### src/rtl/updown_seq_pkg.sv
// Shared encodings for the up/down sequencer: FSM state codes and sweep modes.
package updown_seq_pkg;

  localparam logic [1:0] IDLE    = 2'd0;
  localparam logic [1:0] UP_ST   = 2'd1;
  localparam logic [1:0] DOWN_ST = 2'd2;
  localparam logic [1:0] DONE_ST = 2'd3;

  localparam logic [1:0] MODE_UP   = 2'd0;
  localparam logic [1:0] MODE_DOWN = 2'd1;
  localparam logic [1:0] MODE_PP   = 2'd2;

endpackage

### src/rtl/seq_counter_core.sv
// Loadable up/down counter. The sequencer decides when to load or step,
// so this block never wraps on its own initiative.
module seq_counter_core #(
  parameter int WIDTH = 4
) (
  input  logic             clk,
  input  logic             reset,
  input  logic             load,
  input  logic [WIDTH-1:0] load_val,
  input  logic             en,
  input  logic             dir,
  output logic [WIDTH-1:0] out
);

  // NOTE: sequential state uses non-blocking assignments so every flop samples pre-edge values.
  always_ff @(posedge clk or negedge reset) begin
    if (!reset)    out <= '0;
    else if (load) out <= load_val;
    else if (en)   out <= dir ? out + 1'b1 : out - 1'b1;
  end

endmodule

### src/rtl/updown_sequencer.sv
// Sequencer FSM for the up/down counter: single up/down sweeps or a ping-pong
// sweep with a programmed number of reversals, plus busy/done/err status.
module updown_sequencer
  import updown_seq_pkg::*;
#(
  parameter int WIDTH = 4,
  parameter int BW    = 4
) (
  input  logic             clk,
  input  logic             reset,
  input  logic             start,
  input  logic [1:0]       mode,
  input  logic [WIDTH-1:0] lo,
  input  logic [WIDTH-1:0] hi,
  input  logic [BW-1:0]    bounces,
  input  logic             pause,
  input  logic             abort,
  output logic [WIDTH-1:0] out,
  output logic             updown,
  output logic             busy,
  output logic             done,
  output logic             err
);

  logic [1:0]       state_q, state_d;
  logic [WIDTH-1:0] lo_q, hi_q;
  logic [BW-1:0]    bcnt_q, bcnt_d;
  logic             updown_q, updown_d;
  logic             err_q, err_d;
  logic             latch_bounds;
  logic             ld, en, dir;
  logic [WIDTH-1:0] ld_val;

  seq_counter_core #(.WIDTH(WIDTH)) u_core (
    .clk      (clk),
    .reset    (reset),
    .load     (ld),
    .load_val (ld_val),
    .en       (en),
    .dir      (dir),
    .out      (out)
  );

  // NOTE: every signal written here gets a default first, so no path infers a latch.
  always_comb begin
    state_d      = state_q;
    bcnt_d       = bcnt_q;
    updown_d     = updown_q;
    err_d        = 1'b0;
    latch_bounds = 1'b0;
    ld           = 1'b0;
    ld_val       = '0;
    en           = 1'b0;
    dir          = 1'b1;
    case (state_q)
      IDLE: if (start) begin
        if (lo > hi || mode == 2'd3) begin
          err_d = 1'b1;
        end else begin
          latch_bounds = 1'b1;
          ld           = 1'b1;
          ld_val       = (mode == MODE_DOWN) ? hi : lo;
          updown_d     = (mode != MODE_DOWN);
          state_d      = (mode == MODE_DOWN) ? DOWN_ST : UP_ST;
          // Non-pingpong modes get zero reversals, so they never bounce.
          bcnt_d       = (mode == MODE_PP) ? bounces : '0;
        end
      end
      UP_ST: if (abort) begin
        state_d = IDLE;
      end else if (!pause) begin
        if (out != hi_q) begin
          en = 1'b1;
        end else if (bcnt_q != '0 && lo_q != hi_q) begin
          en       = 1'b1;
          dir      = 1'b0;
          updown_d = 1'b0;
          bcnt_d   = bcnt_q - 1'b1;
          state_d  = DOWN_ST;
        end else begin
          state_d = DONE_ST;
        end
      end
      DOWN_ST: if (abort) begin
        state_d = IDLE;
      end else if (!pause) begin
        if (out != lo_q) begin
          en  = 1'b1;
          dir = 1'b0;
        end else if (bcnt_q != '0 && lo_q != hi_q) begin
          en       = 1'b1;
          updown_d = 1'b1;
          bcnt_d   = bcnt_q - 1'b1;
          state_d  = UP_ST;
        end else begin
          state_d = DONE_ST;
        end
      end
      DONE_ST: state_d = IDLE;
      default: state_d = IDLE;
    endcase
  end

  always_ff @(posedge clk or negedge reset) begin
    if (!reset) begin
      state_q  <= IDLE;
      lo_q     <= '0;
      hi_q     <= '0;
      bcnt_q   <= '0;
      updown_q <= 1'b1;
      err_q    <= 1'b0;
    end else begin
      state_q  <= state_d;
      bcnt_q   <= bcnt_d;
      updown_q <= updown_d;
      err_q    <= err_d;
      if (latch_bounds) begin
        lo_q <= lo;
        hi_q <= hi;
      end
    end
  end

  assign updown = updown_q;
  assign busy   = (state_q == UP_ST) || (state_q == DOWN_ST);
  assign done   = (state_q == DONE_ST);
  assign err    = err_q;

endmodule
### config.mk
export PLATFORM = sky130hd
export DESIGN_NAME = updown_sequencer
export DESIGN_NICKNAME = d
export VERILOG_FILES = /design/src/rtl/updown_seq_pkg.sv /design/src/rtl/seq_counter_core.sv /design/src/rtl/updown_sequencer.sv
export SDC_FILE = /design/constraint.sdc
export NUM_CORES = 1
export LEC_CHECK = 0
export BUFFER_PORTS_ARGS = -buffer_cell sky130_fd_sc_hd__buf_2
export CAP_MARGIN = 20
export CORE_UTILIZATION = 53
export CTS_BUF_LIST = sky130_fd_sc_hd__clkbuf_8
export CTS_CLUSTER_DIAMETER = 30
export DETAILED_ROUTE_END_ITERATION = 8
export GPL_TIMING_DRIVEN = 0
export PLACE_DENSITY = 0.75
export RECOVER_POWER = 25
export SLEW_MARGIN = 20
export SYNTH_ARGS = -nofsm -noshare
export SYNTH_HDL_FRONTEND = slang
export SYNTH_HIERARCHICAL = 1
export SYNTH_SLANG_ARGS = --single-unit
### constraint.sdc
create_clock -name clk -period 2.4 [get_ports clk]
set_clock_uncertainty 0.2 [all_clocks]
set_input_delay 0.24 -clock clk [delete_from_list [all_inputs] [get_ports clk]]
set_output_delay 0.24 -clock clk [all_outputs]
set_load 0.1 [all_outputs]
Word level (Yosys, flattened, before mapping)
Cells that the tools add are included.

Bits in registers: 20. Input bits: 19.

Add/subtract/negate cells: 3. Order comparisons: 1. Eq/ne operators: 24. Muxes and demuxes: 63. Reductions and logical operators: 10.

Operators by type and width (count): two-way mux 4 bit (17); two-way mux 1 bit (31); two-way mux 2 bit (10); inequality test 2 bit (second input constant) (10); inequality test 3 bit (second input constant) (4); inequality test 4 bit (3); case mux 4 bit (3 select lines) (1); AND reduction 11 bit (1); AND reduction 9 bit (1); == test 2 bit (second input constant) (4); case mux 2 bit (4 select lines) (1); subtractor 4 x 1 -> 4 bit (second input constant) (2); AND reduction 6 bit (1); adder 4 x 1 -> 4 bit (second input constant) (1); == test 2 x 1 -> 1 bit (second input constant) (2); > comparator 4 bit (1); case mux 1 bit (2 select lines) (2); nonzero test 4 bit (1); case mux 1 bit (3 select lines) (1); nonzero test 3 bit (1); zero test 2 bit (1); logical OR 1 bit (2); inequality test 2 x 1 -> 1 bit (second input constant) (1); nonzero test 2 bit (1); logical AND 1 bit (1).

Longest topological paths before layout
Gate-level depths: netlist of run 1.

Depth after elaboration: 10. Mapped depth: 12. Gate-level depth less buffers: 11.

Modules after synthesis
Netlist of run 1, hierarchy kept.

By module, submodules not included: updown_sequencer (times used 1, cells an instance 138, area each 1342.5 um2); seq_counter_core (times used 1, cells an instance 32, area each 311.5 um2).

Worst setup path after synthesis of run 1
OpenSTA, ideal clock, no wires.

Path kind: register -> register. Start: register state_q[0]. End: register u_core.out[3]. Setup time: 72 ps. Arrival time: 2937 ps. Required time: 2128 ps. Setup slack: -809 ps. Stages on the path, launching flop included: 11. Path buffers: 1. Clock period less this slack: 3209 ps. Path through: dfrtp_1 -> inv_1 -> ha_1 -> dlygate4sd1_1 -> nand2_1 -> a21o_1 -> inv_1 -> ha_1 -> a21o_1 -> a221o_1 -> nand3_1.

Cells in the longest elaborated chain, start to end: 5. Elaborated cells on any way between the ends: 11. Classes of those cells: eq/ne (2); mux (7); reduce/logical (2).

Ends and longest elaborated chain: start, declared (RTL line updown_sequencer.sv:25) `logic [1:0] state_q, state_d;`; start signal, assigned (RTL line updown_sequencer.sv:113) `state_q <= state_d;`; == test 2 bit / == test 2 x 1 -> 1 bit (equally long branches) (RTL line updown_sequencer.sv:55) `case (state_q)`; case mux 1 bit (2 select lines) * (RTL line updown_sequencer.sv:55); named net dir (RTL line updown_sequencer.sv:31) `logic ld, en, dir;`; two-way mux 4 bit * (2 in a row) (RTL line seq_counter_core.sv:19) `else if (en) out <= dir ? out + 1'b1 : out - 1'b1;`; two-way mux 4 bit * (RTL line seq_counter_core.sv:18) `else if (load) out <= load_val;`; end signal, assigned (RTL line seq_counter_core.sv:18); end signal, assigned (RTL line seq_counter_core.sv:19); end, declared (RTL line seq_counter_core.sv:12) `output logic [WIDTH-1:0] out`.

Mark *: on every way through the listed nets, which the timed path passes. The rest lies on a longest branch. The select of a mux whose other input is x is not followed. A chain may end at the register's enable or synchronous reset.

Worst setup path after layout of run 1
Start: register hi_q[0]. End: register u_core.out[2].

Cells in the longest elaborated chain, start to end: 10. Elaborated cells on any way between the ends: 20. Classes of those cells: eq/ne (2); mux (16); reduce/logical (2).

Ends and longest elaborated chain: start, declared (RTL line updown_sequencer.sv:26) `logic [WIDTH-1:0] lo_q, hi_q;`; start signal, assigned (RTL line updown_sequencer.sv:119) `hi_q <= hi;`; inequality test 4 bit (RTL line updown_sequencer.sv:74) `end else if (bcnt_q != '0 && lo_q != hi_q) begin`; logical AND 1 bit (RTL line updown_sequencer.sv:74); two-way mux 1 bit (RTL line updown_sequencer.sv:74); two-way mux 1 bit * (RTL line updown_sequencer.sv:72) `if (out != hi_q) begin`; two-way mux 1 bit * (RTL line updown_sequencer.sv:71) `end else if (!pause) begin`; two-way mux 1 bit * (RTL line updown_sequencer.sv:69) `UP_ST: if (abort) begin`; case mux 1 bit (2 select lines) * (RTL line updown_sequencer.sv:55); named net dir (RTL line updown_sequencer.sv:31); two-way mux 4 bit * (2 in a row) (RTL line seq_counter_core.sv:19); two-way mux 4 bit * (RTL line seq_counter_core.sv:18).

Marks and branches as above.

==> metrics.cfg, run 1 <==
[logic_synthesis]
synth-simple-area-share_pct=15.7
ys_dominant_reg_cell=dfrtp_1
synth_area_leaders=dfrtp_1, ha_1, xor2_1
synthAdderAreaFrac_pct=10.3
netlist_instances=170
synth_common_cells=nand2_1, dfrtp_1, xor2_1, ha_1, a21oi_1
synth_warnings=6
synth-compound-area-share_pct=21.0
synth_mux_area_share_pct=11.1
synth_top_cell_area_share_pct=28.7
synth_top_family_by_area=compound AO/OA/AOI/OAI gates
synth_edf_count=0
synth_area_um2=1650
ys_ff_latch=20
synthDistinctLibCells=54
syn_nets=202
yosysSeqAreaShare_pct=30.3
yosysTopAreaCell=dfrtp_1
yosysMostFrequentCell=nand2_1
avgSynthCellArea_um2=9.73
synthXorXnorAreaFrac_pct=7.41
synth-async-reset-ratio_pct=100

[placement]
dpl_cell_area_um2=1880
dpl.hpwl_um=2980
portBuffers=26
gp_congestion=0.821
placed_cells=227
pre_cts_slack_ps=-523

[floorplan]
ioPinCount=27
die_w_um=57.9
die_h_um=57.9
fp-row-count=19
dieArea_um2=3350
start_util_pct=58.0
coreArea_um2=2850

[worst_setup_path]
critical-path-max-stage-delay_ps=490
cp-startpoint=hi_q[0]
crit_type=register to register
cp_top_family=compound AO/OA/AOI/OAI gates
worstPathRequired_ps=2350
cp.buffers_inverters=1
slowest_stage=o41a_1
reg2reg_from=hi_q[0]
crit_path_end_kind=register
arrival_ps=2590
cp-start-kind=register
cp_max_fo=3
path_cells=xor2_2 > o41a_1 > nand3b_1 > a21o_1 > inv_2 > fa_2 > xor2_1 > mux2i_1 > o21ai_1

[clocking]
clock_latency_ps=270
clk_path_buf_depth=2
cts_root_buffer=clkbuf_8
cts.reportedPaths.clkPinSlew_ps=80
ctsHtreeMaxLevel=1
tritoncts=yes
clkSinkCount=20
numCtsBuffers=3

[route]
met3_length_um=206
wirelength_um=4330
firstDrtPassIters=6
top_layer_used=met4
via_per_inst=6.04
avgRoutedWirePerCell_um=17.3
drtIter0Drc=125
num_vias=1509
met2RoutedLength_um=2200
ant_nets=0
routedLengthMet1_um=1860
drcViolationCount=1

[job]
drv_cap=0

[timing]
final-hold-violation-count=0
rsz0062_at_grt=true
slew_viol_final=0
finalWorstPathRequiredPeriod_ps=2630
period_share_pct=110
fmaxAchievable_ghz=0.380
setup_viol=3
hold_slack_ps=38.9
worst_pin_slew_ps=1160
slew_headroom_pct=23.0
setup_ws_ps=-235

[grt]
antenna_found_initial=0
first_global_vias=1501
grt-ovfl-total=0
grt_max_degree=21
grt_usage_pct=27.3
grt_pass1_wl_um=6960

[outcome]
outcome=finished with violations
violations=design-rule violations, negative setup slack

[cells_and_area]
n_antenna_cell=0
drive_gt1_share_pct=43.4
nNetsFinal=252
syn_to_final_growth_pct=31.7
n_fill_cell=195
final_cells=250
multi_input_area_um2=1200
fin_area_um2=2180
final-seq-area_um2=517
fin_util_pct=76.4

[power_and_ir_drop]
ir_drop_v=0.000918
power.leakage_nw=0.966
power.density_nw_per_um2=1430

[min_path]
hp-class=input pin to register
min_from=lo[0]

[registers in the layout, summed over array words and instances (netlist names)]
name / flops
state_q: 2
err: 1
bcnt_q: 4
lo_q: 4
u_core/out: 4
updown: 1
hi_q: 4
[power by group]
part           total [W]  switching, W  internal, W
logic            0.00215       0.00129     0.000857
clock network   0.000270      0.000123     0.000146
registers       0.000693      0.000183     0.000510
[path summary, 6_finish.rpt]
check / to / slack (ps) / depth (start not counted)
setup / recovery: u_core/out[2] / -230 / 9
hold / removal: lo_q[0] / 40 / 2
setup reg to reg: u_core/out[2] / -230 / 9
hold reg to reg: hi_q[3] / 380 / 1
max in group asynchronous: u_core/out[2] / 660 / 2
min in group asynchronous: u_core/out[1] / 520 / 2
[cells in the final DEF (no fill, tap or decap), types with 2 or more instances in the layout]
| master | netlist | layout |
|---|---|---|
| nand2_1 | 20 | 20 |
| a21oi_1 | 11 | 11 |
| nand3b_1 | 2 | 2 |
| buf_2 | 1 | 26 |
| a2bb2oi_1 | 2 | 2 |
| nor2_1 | 7 | 6 |
| mux2i_1 | 6 | 6 |
| nor4_2 | 1 | 2 |
| xor2_2 | 0 | 5 |
| dfrtp_1 | 19 | 15 |
| clkbuf_8 | 0 | 4 |
| dfrtp_4 | 0 | 4 |
| o21ai_1 | 1 | 2 |
| ha_4 | 0 | 4 |
| ha_1 | 12 | 7 |
| o41ai_4 | 2 | 2 |
| buf_4 | 1 | 18 |
| nand4b_1 | 2 | 2 |
| inv_1 | 10 | 7 |
| a31oi_1 | 2 | 2 |
| a21o_1 | 2 | 2 |
| inv_2 | 1 | 3 |
| nor2b_1 | 3 | 3 |
| xor2_1 | 13 | 8 |
| buf_6 | 0 | 3 |
| nand3_1 | 3 | 3 |
| o21ai_0 | 7 | 6 |
| mux2_2 | 10 | 9 |
[area by class of cell]
cell class	instances	area share, %
timing repair buffer	47	13.8
buffer	3	0.919
tap	31	1.78
sequential	20	23.7
clock buffer	4	2.53
multi-input combinational	134	55.3
inverter	11	2.01
[logic make-up after synthesis]
family                   after synthesis
multiplexers                          17
AO/OA/AOI/OAI                         42
flip-flops                            20
AND/OR/NAND/NOR                       48
buffers and inverters                 16
adder cells (fa/ha/maj)               13
XOR/XNOR                              14
[stage by stage]
stage / total power [W] / setup TNS (ps)
finish: 0.00311 / -614
global route: 0.00330 / -933
CTS: 0.00289 / -357
detailed placement: 0.00247 / -2880
global placement: 0.00238 / -1780
floorplan: 0.00215 / -652
[per-layer routing]
metal	GRT usage [%]	up-vias
met5	0	-
met4	10.2	0
met3	3.57	9
met2	45.0	53
met1	36.8	737
li1	-	710
[what timing repair did]
item                                    CTS  global route
endpoints found under the hold margin    19             0
endpoints found under the setup margin   14            13
hold buffers                              1             0
pin swaps                                 5             7
setup buffers                            14             6
gates resized for setup                   7            17
Power figures use the tool's default switching activity.
==> inputs of run 2 (changes only) <==
PLACE_DENSITY = 0.82   (was 0.75)
==> run 2 against run 1 <==
  * The flow still finishes with violations (design-rule violations, negative setup slack)
  * Clock power increased by 27%
  * Global-route usage decreased by 0.12 points
  * First-iteration DRC count decreased by 44%
  * Register-to-register slack improved by 60 ps
  * Core utilization decreased by 1.8 points
  * Sequential share of layout area increased by 0.63 points
  * Routed wire length about the same
  * Critical path type unchanged
  * Critical endpoint is now u_core/out[3]
==> metrics.cfg, run 2 (synthesized netlist as in run 1, its figures left out) <==
[placement]
portBuffers=26
dpl.hpwl_um=2920
gp_congestion=0.882
pre_cts_slack_ps=-481

[route]
drtIter0Drc=70
firstDrtPassIters=6
num_vias=1492
wirelength_um=4330
avgRoutedWirePerCell_um=17.6
met3_length_um=258
top_layer_used=met4
met2RoutedLength_um=2110
routedLengthMet1_um=1890
via_per_inst=6.07
ant_nets=0
drcViolationCount=2

[timing]
setup_viol=3
slew_headroom_pct=25.5
fmaxAchievable_ghz=0.388
final-hold-violation-count=0
finalWorstPathRequiredPeriod_ps=2580
setup_ws_ps=-180
rsz0062_at_grt=true
slew_viol_final=0
worst_pin_slew_ps=1120
period_share_pct=107

[power_and_ir_drop]
p_total_w=0.00308
power.leakage_nw=0.945
ir_drop_v=0.000734
power.density_nw_per_um2=1450

[worst_setup_path]
crit_type=register to register
timing.rr.end=u_core/out[3]
critical-path-max-stage-delay_ps=400
arrival_ps=2570
path_cells=inv_2 > ha_4 > or3b_4 > o41a_1 > nand3b_1 > a21o_1 > inv_2 > ha_4 > a21o_1 > a221o_1 > nand3_1
cp.depth=11
cp.buffers_inverters=2
worstRegToRegCells=11
reg2reg_from=bcnt_q[0]
crit_path_end_kind=register
cp_top_family=compound AO/OA/AOI/OAI gates
r2r_slack_ps=-180
slowest_stage=dfrtp_1
cp_max_fo=3
cp-start-kind=register
worstPathRequired_ps=2390

[grt]
first_global_vias=1516
antenna_found_initial=0
grt_max_degree=21
grt_usage_pct=27.2
grt_pass1_wl_um=6930
grt-ovfl-total=0

[clocking]
numCtsBuffers=3
cts_root_buffer=clkbuf_8
clkSinkCount=20
ctsHtreeMaxLevel=1
clk_path_buf_depth=2
tritoncts=yes
cts.reportedPaths.clkPinSlew_ps=80
clock_latency_ps=260

[min_path]
hp-class=input pin to register
min_from=lo[0]
hold_end=lo_q[0]
hold_depth=2

[floorplan]
die_w_um=57.9
dieArea_um2=3350
ioPinCount=27
die_h_um=57.9
fp-row-count=19
start_util_pct=58.0
coreArea_um2=2850

[outcome]
outcome=finished with violations
violations=design-rule violations, negative setup slack

[cells_and_area]
nNetsFinal=248
final_common_cell=buf_2
n_antenna_cell=0
final_cell_mix=buf_2, nand2_1, buf_4
syn_to_final_growth_pct=28.6
drive_gt1_share_pct=41.9

[job]
drv_cap=0

run 2: area by class of cell:
cell class              count  area, um2
fillers                   197        726
clock buffers               3       41.3
flip-flops and latches     20        518
repair buffers             43        263
clock inverters             1       30.0
inverters                  11       41.3
multi-input cells         134       1170
plain buffers               3       20.0
well taps                  31       38.8
run 2: metal layers:
| metal | track usage (%) | vias to the layer above |
|---|---|---|
| met5 | 0 | - |
| met4 | 8.84 | 0 |
| met3 | 5.36 | 10 |
| met2 | 45.6 | 54 |
| met1 | 35.3 | 722 |
| li1 | - | 706 |
run 2: worst register-to-register path, stage by stage, from the launching register on:
cell and delay (ps):
dfrtp_1 400, inv_2 90, ha_4 130, or3b_4 370, o41a_1 160, nand3b_1 120, a21o_1 170, inv_2 90
ha_4 220, a21o_1 160, a221o_1 310, nand3_1 90
run 2: worst max path at each step:
stage | from | endpoint | slack (ps)
4_1_cts | bcnt_q[1] | u_core/out[3] | -130
2_1_floorplan | u_core/out[3] | u_core/out[3] | -230
5_1_grt | lo_q[0] | u_core/out[3] | -260
3_5_place_dp | hi[1] | u_core/out[3] | -480
6_report | bcnt_q[0] | u_core/out[3] | -180
3_3_place_gp | hi[1] | u_core/out[3] | -390
run 2: report_power, final:
group	leakage, nW	switching (W)	internal (W)
registers	0.234	0.000182	0.000511
logic	0.676	0.00125	0.000797
clock network	0.0357	0.000122	0.000223
run 2: what timing repair did:
action                                  4_1_cts  5_1_grt
hold buffers                                  1        0
pin swaps                                     5        5
gates resized for setup                      11        7
hold endpoints to repair                     19        0
setup buffers                                12        4
endpoints found under the setup margin       14        6
run 2: through the flow:
stage	setup TNS [ps]	util [%]	hold slack, ps	instances	cell area (um2)
5_1_grt	-719	74.6	47.4	246	2130
6_report	-437	74.6	37.9	246	2130
2_1_floorplan	-652	-	-256	170	1710
4_1_cts	-315	73.0	35.7	242	2080
3_5_place_dp	-2510	66.0	16.8	227	1880
3_3_place_gp	-1660	66.0	13.1	227	1880
==> inputs of run 3 (changes only) <==
ABC_AREA = 1   (was default)
CORE_UTILIZATION = 35   (was 53)
PLACE_DENSITY = 0.58   (was 0.82)
==> run 3 against run 2 <==
  * The flow now finishes without violations
  * Power up 3.0%
  * Count of clock-buffer cells in the layout unchanged
  * Cell count grew 54%
  * Flip-flop and latch count did not move
  * Clock power fell by 30%
  * Cell area is 5.7% higher
  * Maximum frequency is 14% higher
  * Core utilization fell by 28 points
  * Global-route usage is 11 points lower
  * Critical endpoint unchanged
  * Largest power group unchanged
==> metrics.cfg, run 3 <==
[route]
wirelength_um=4080
num_vias=1695
drcViolationCount=0
firstDrtPassIters=5
drtIter0Drc=67
ant_nets=0
avgRoutedWirePerCell_um=10.8
via_per_inst=4.48

[clocking]
cts.reportedPaths.clkPinSlew_ps=90
cts_root_buffer=clkbuf_8
clk_path_buf_depth=2
numCtsBuffers=3
ctsHtreeMaxLevel=1
clkSinkCount=20
clock_latency_ps=270
tritoncts=yes

[worst_setup_path]
worstPathRequired_ps=2370
crit_type=register to register
timing.rr.end=u_core/out[3]
critPathCapture=u_core/out[3]
arrival_ps=2240
cp-startpoint=bcnt_q[0]
crit_path_end_kind=register
cp_max_fo=5
cp-start-kind=register
r2r_slack_ps=130
reg2reg_from=bcnt_q[0]
worstRegToRegCells=13

[timing]
finalWorstPathRequiredPeriod_ps=2270
setup_viol=0
hold_slack_ps=18.3
period_share_pct=94.6
worst_pin_slew_ps=1200
slew_headroom_pct=20.3
rsz0062_at_grt=true
setup_ws_ps=131
fmaxAchievable_ghz=0.441
slew_viol_final=0
final-hold-violation-count=0

[logic_synthesis]
synth_common_cells=nand2_1, inv_1, dfrtp_1, nand3_1
syn_nets=299
synth_area_um2=1820
netlist_instances=267
ys_dominant_reg_cell=dfrtp_1
yosysTopAreaCell=dfrtp_1
synth-async-reset-ratio_pct=100
yosysMostFrequentCell=nand2_1
synth_top_cell_area_share_pct=26.2
synthDistinctLibCells=33
yosysSeqAreaShare_pct=27.6
synth_warnings=6
ys_ff_latch=20
synth_area_leaders=dfrtp_1, nand2_1, ha_1
synth_edf_count=0
avgSynthCellArea_um2=6.80

[power_and_ir_drop]
power.density_nw_per_um2=1410
ir_drop_v=0.000571
power.leakage_nw=1.20

[floorplan]
coreArea_um2=4850
start_util_pct=37.5
die_w_um=74.0
dieArea_um2=5480
ioPinCount=27
die_h_um=74.0
fp-row-count=25

[cells_and_area]
final_cells=378
fin_area_um2=2250
n_fill_cell=500
fin_util_pct=46.4
final_common_cell=nand2_1
n_antenna_cell=0
final_cell_mix=nand2_1, inv_1, buf_2
drive_gt1_share_pct=32.2
syn_to_final_growth_pct=23.8
nNetsFinal=344

[job]
drv_cap=0

[placement]
dpl_cell_area_um2=2060
placed_cells=360
gp_congestion=0.800
dpl.hpwl_um=3120
pre_cts_slack_ps=31.3
portBuffers=26

[grt]
first_global_vias=1493
grt_usage_pct=16.0
grt_pass1_wl_um=6740
grt-ovfl-total=0
antenna_found_initial=0
grt_max_degree=21

[min_path]
hp-class=input pin to register

[outcome]
outcome=completed

==> run 3: cell types whose count changed after synthesis, sizes merged, moves of 3 or more <==
cell and change:
nand3 +15, o41ai -3, a21oi -4, nand4 +4, xor2 -12, inv +31
nand2 +91, nor2 +12, mux2i -6, clkinv +3, o21ai +8, mux2 -11
nor2b -3
==> run 3: repair_timing <==
item                                    in CTS  in global routing
buffers inserted                             0                 13
endpoints found under the setup margin       0                  3
endpoints found under the hold margin       19                  0
resized for setup                            0                 14
hold buffers                                 1                  0
==> run 3: how the worst min path moves through the flow <==
stage	start	to	slack, ps	cells past startpoint
finish	lo[1]	lo_q[1]	20	3
global placement	reset	hi_q[1]	40	1
floorplan	reset	bcnt_q[0]	-260	0
detailed placement	reset	hi_q[1]	30	1
CTS	hi[0]	hi_q[0]	10	3
global route	hi[0]	hi_q[0]	30	3
==> run 3: kinds of logic after synthesis <==
kind of cell / synth area share (%)
simple gates: 42.0
fa+ha+maj: 9.37
compound gates: 9.71
flops: 27.6
buf+inv: 9.85
xor+xnor: 1.45
==> run 3: cell type report <==
type | count | area (um2) | share of cell area (%)
multi-input combinational | 201 | 1180 | 52.5
sequential | 20 | 517 | 23.0
timing repair buffer | 40 | 240 | 10.7
inverter | 45 | 176 | 7.85
tap | 67 | 83.8 | 3.73
clock buffer | 3 | 41.3 | 1.84
buffer | 1 | 5.00 | 0.223
clock inverter | 1 | 3.75 | 0.167
==> run 3: power by group <==
group / switching (W) / leakage [nW] / total, W / internal, W
sequential: 0.000160 / 0.247 / 0.000663 / 0.000503
combinational: 0.00146 / 0.927 / 0.00227 / 0.000808
clock: 0.000126 / 0.0269 / 0.000240 / 0.000115
total: 0.00175 / 1.20 / 0.00317 / 0.00143
==> run 3: layer usage <==
metal | vias up | track usage (%) | wire length [um]
li1 | 922 | - | -
met1 | 745 | 22.4 | 2090
met2 | 23 | 25.8 | 1830
met3 | 5 | 1.76 | 99
met4 | 0 | 5.13 | 48
met5 | - | 0 | 0
==> run 3: per-stage QoR <==
stage	power, W	TNS (ps)
floorplan	0.00238	0
finish	0.00317	0
global placement	0.00269	0
global route	0.00345	-26.7
CTS	0.00296	0
detailed placement	0.00271	0
==> run 3: critical path: stages, from the launching register on <==
cell and delay [ps]:
dfrtp_1 360, inv_1 80, ha_1 200, nand3_1 120, nand2_2 120, o31ai_2 220
nand2_1 110, inv_2 110, ha_4 210, or2_1 240, nand2_1 60, nand2_1 50
nand3_1 60, nand2_1 50
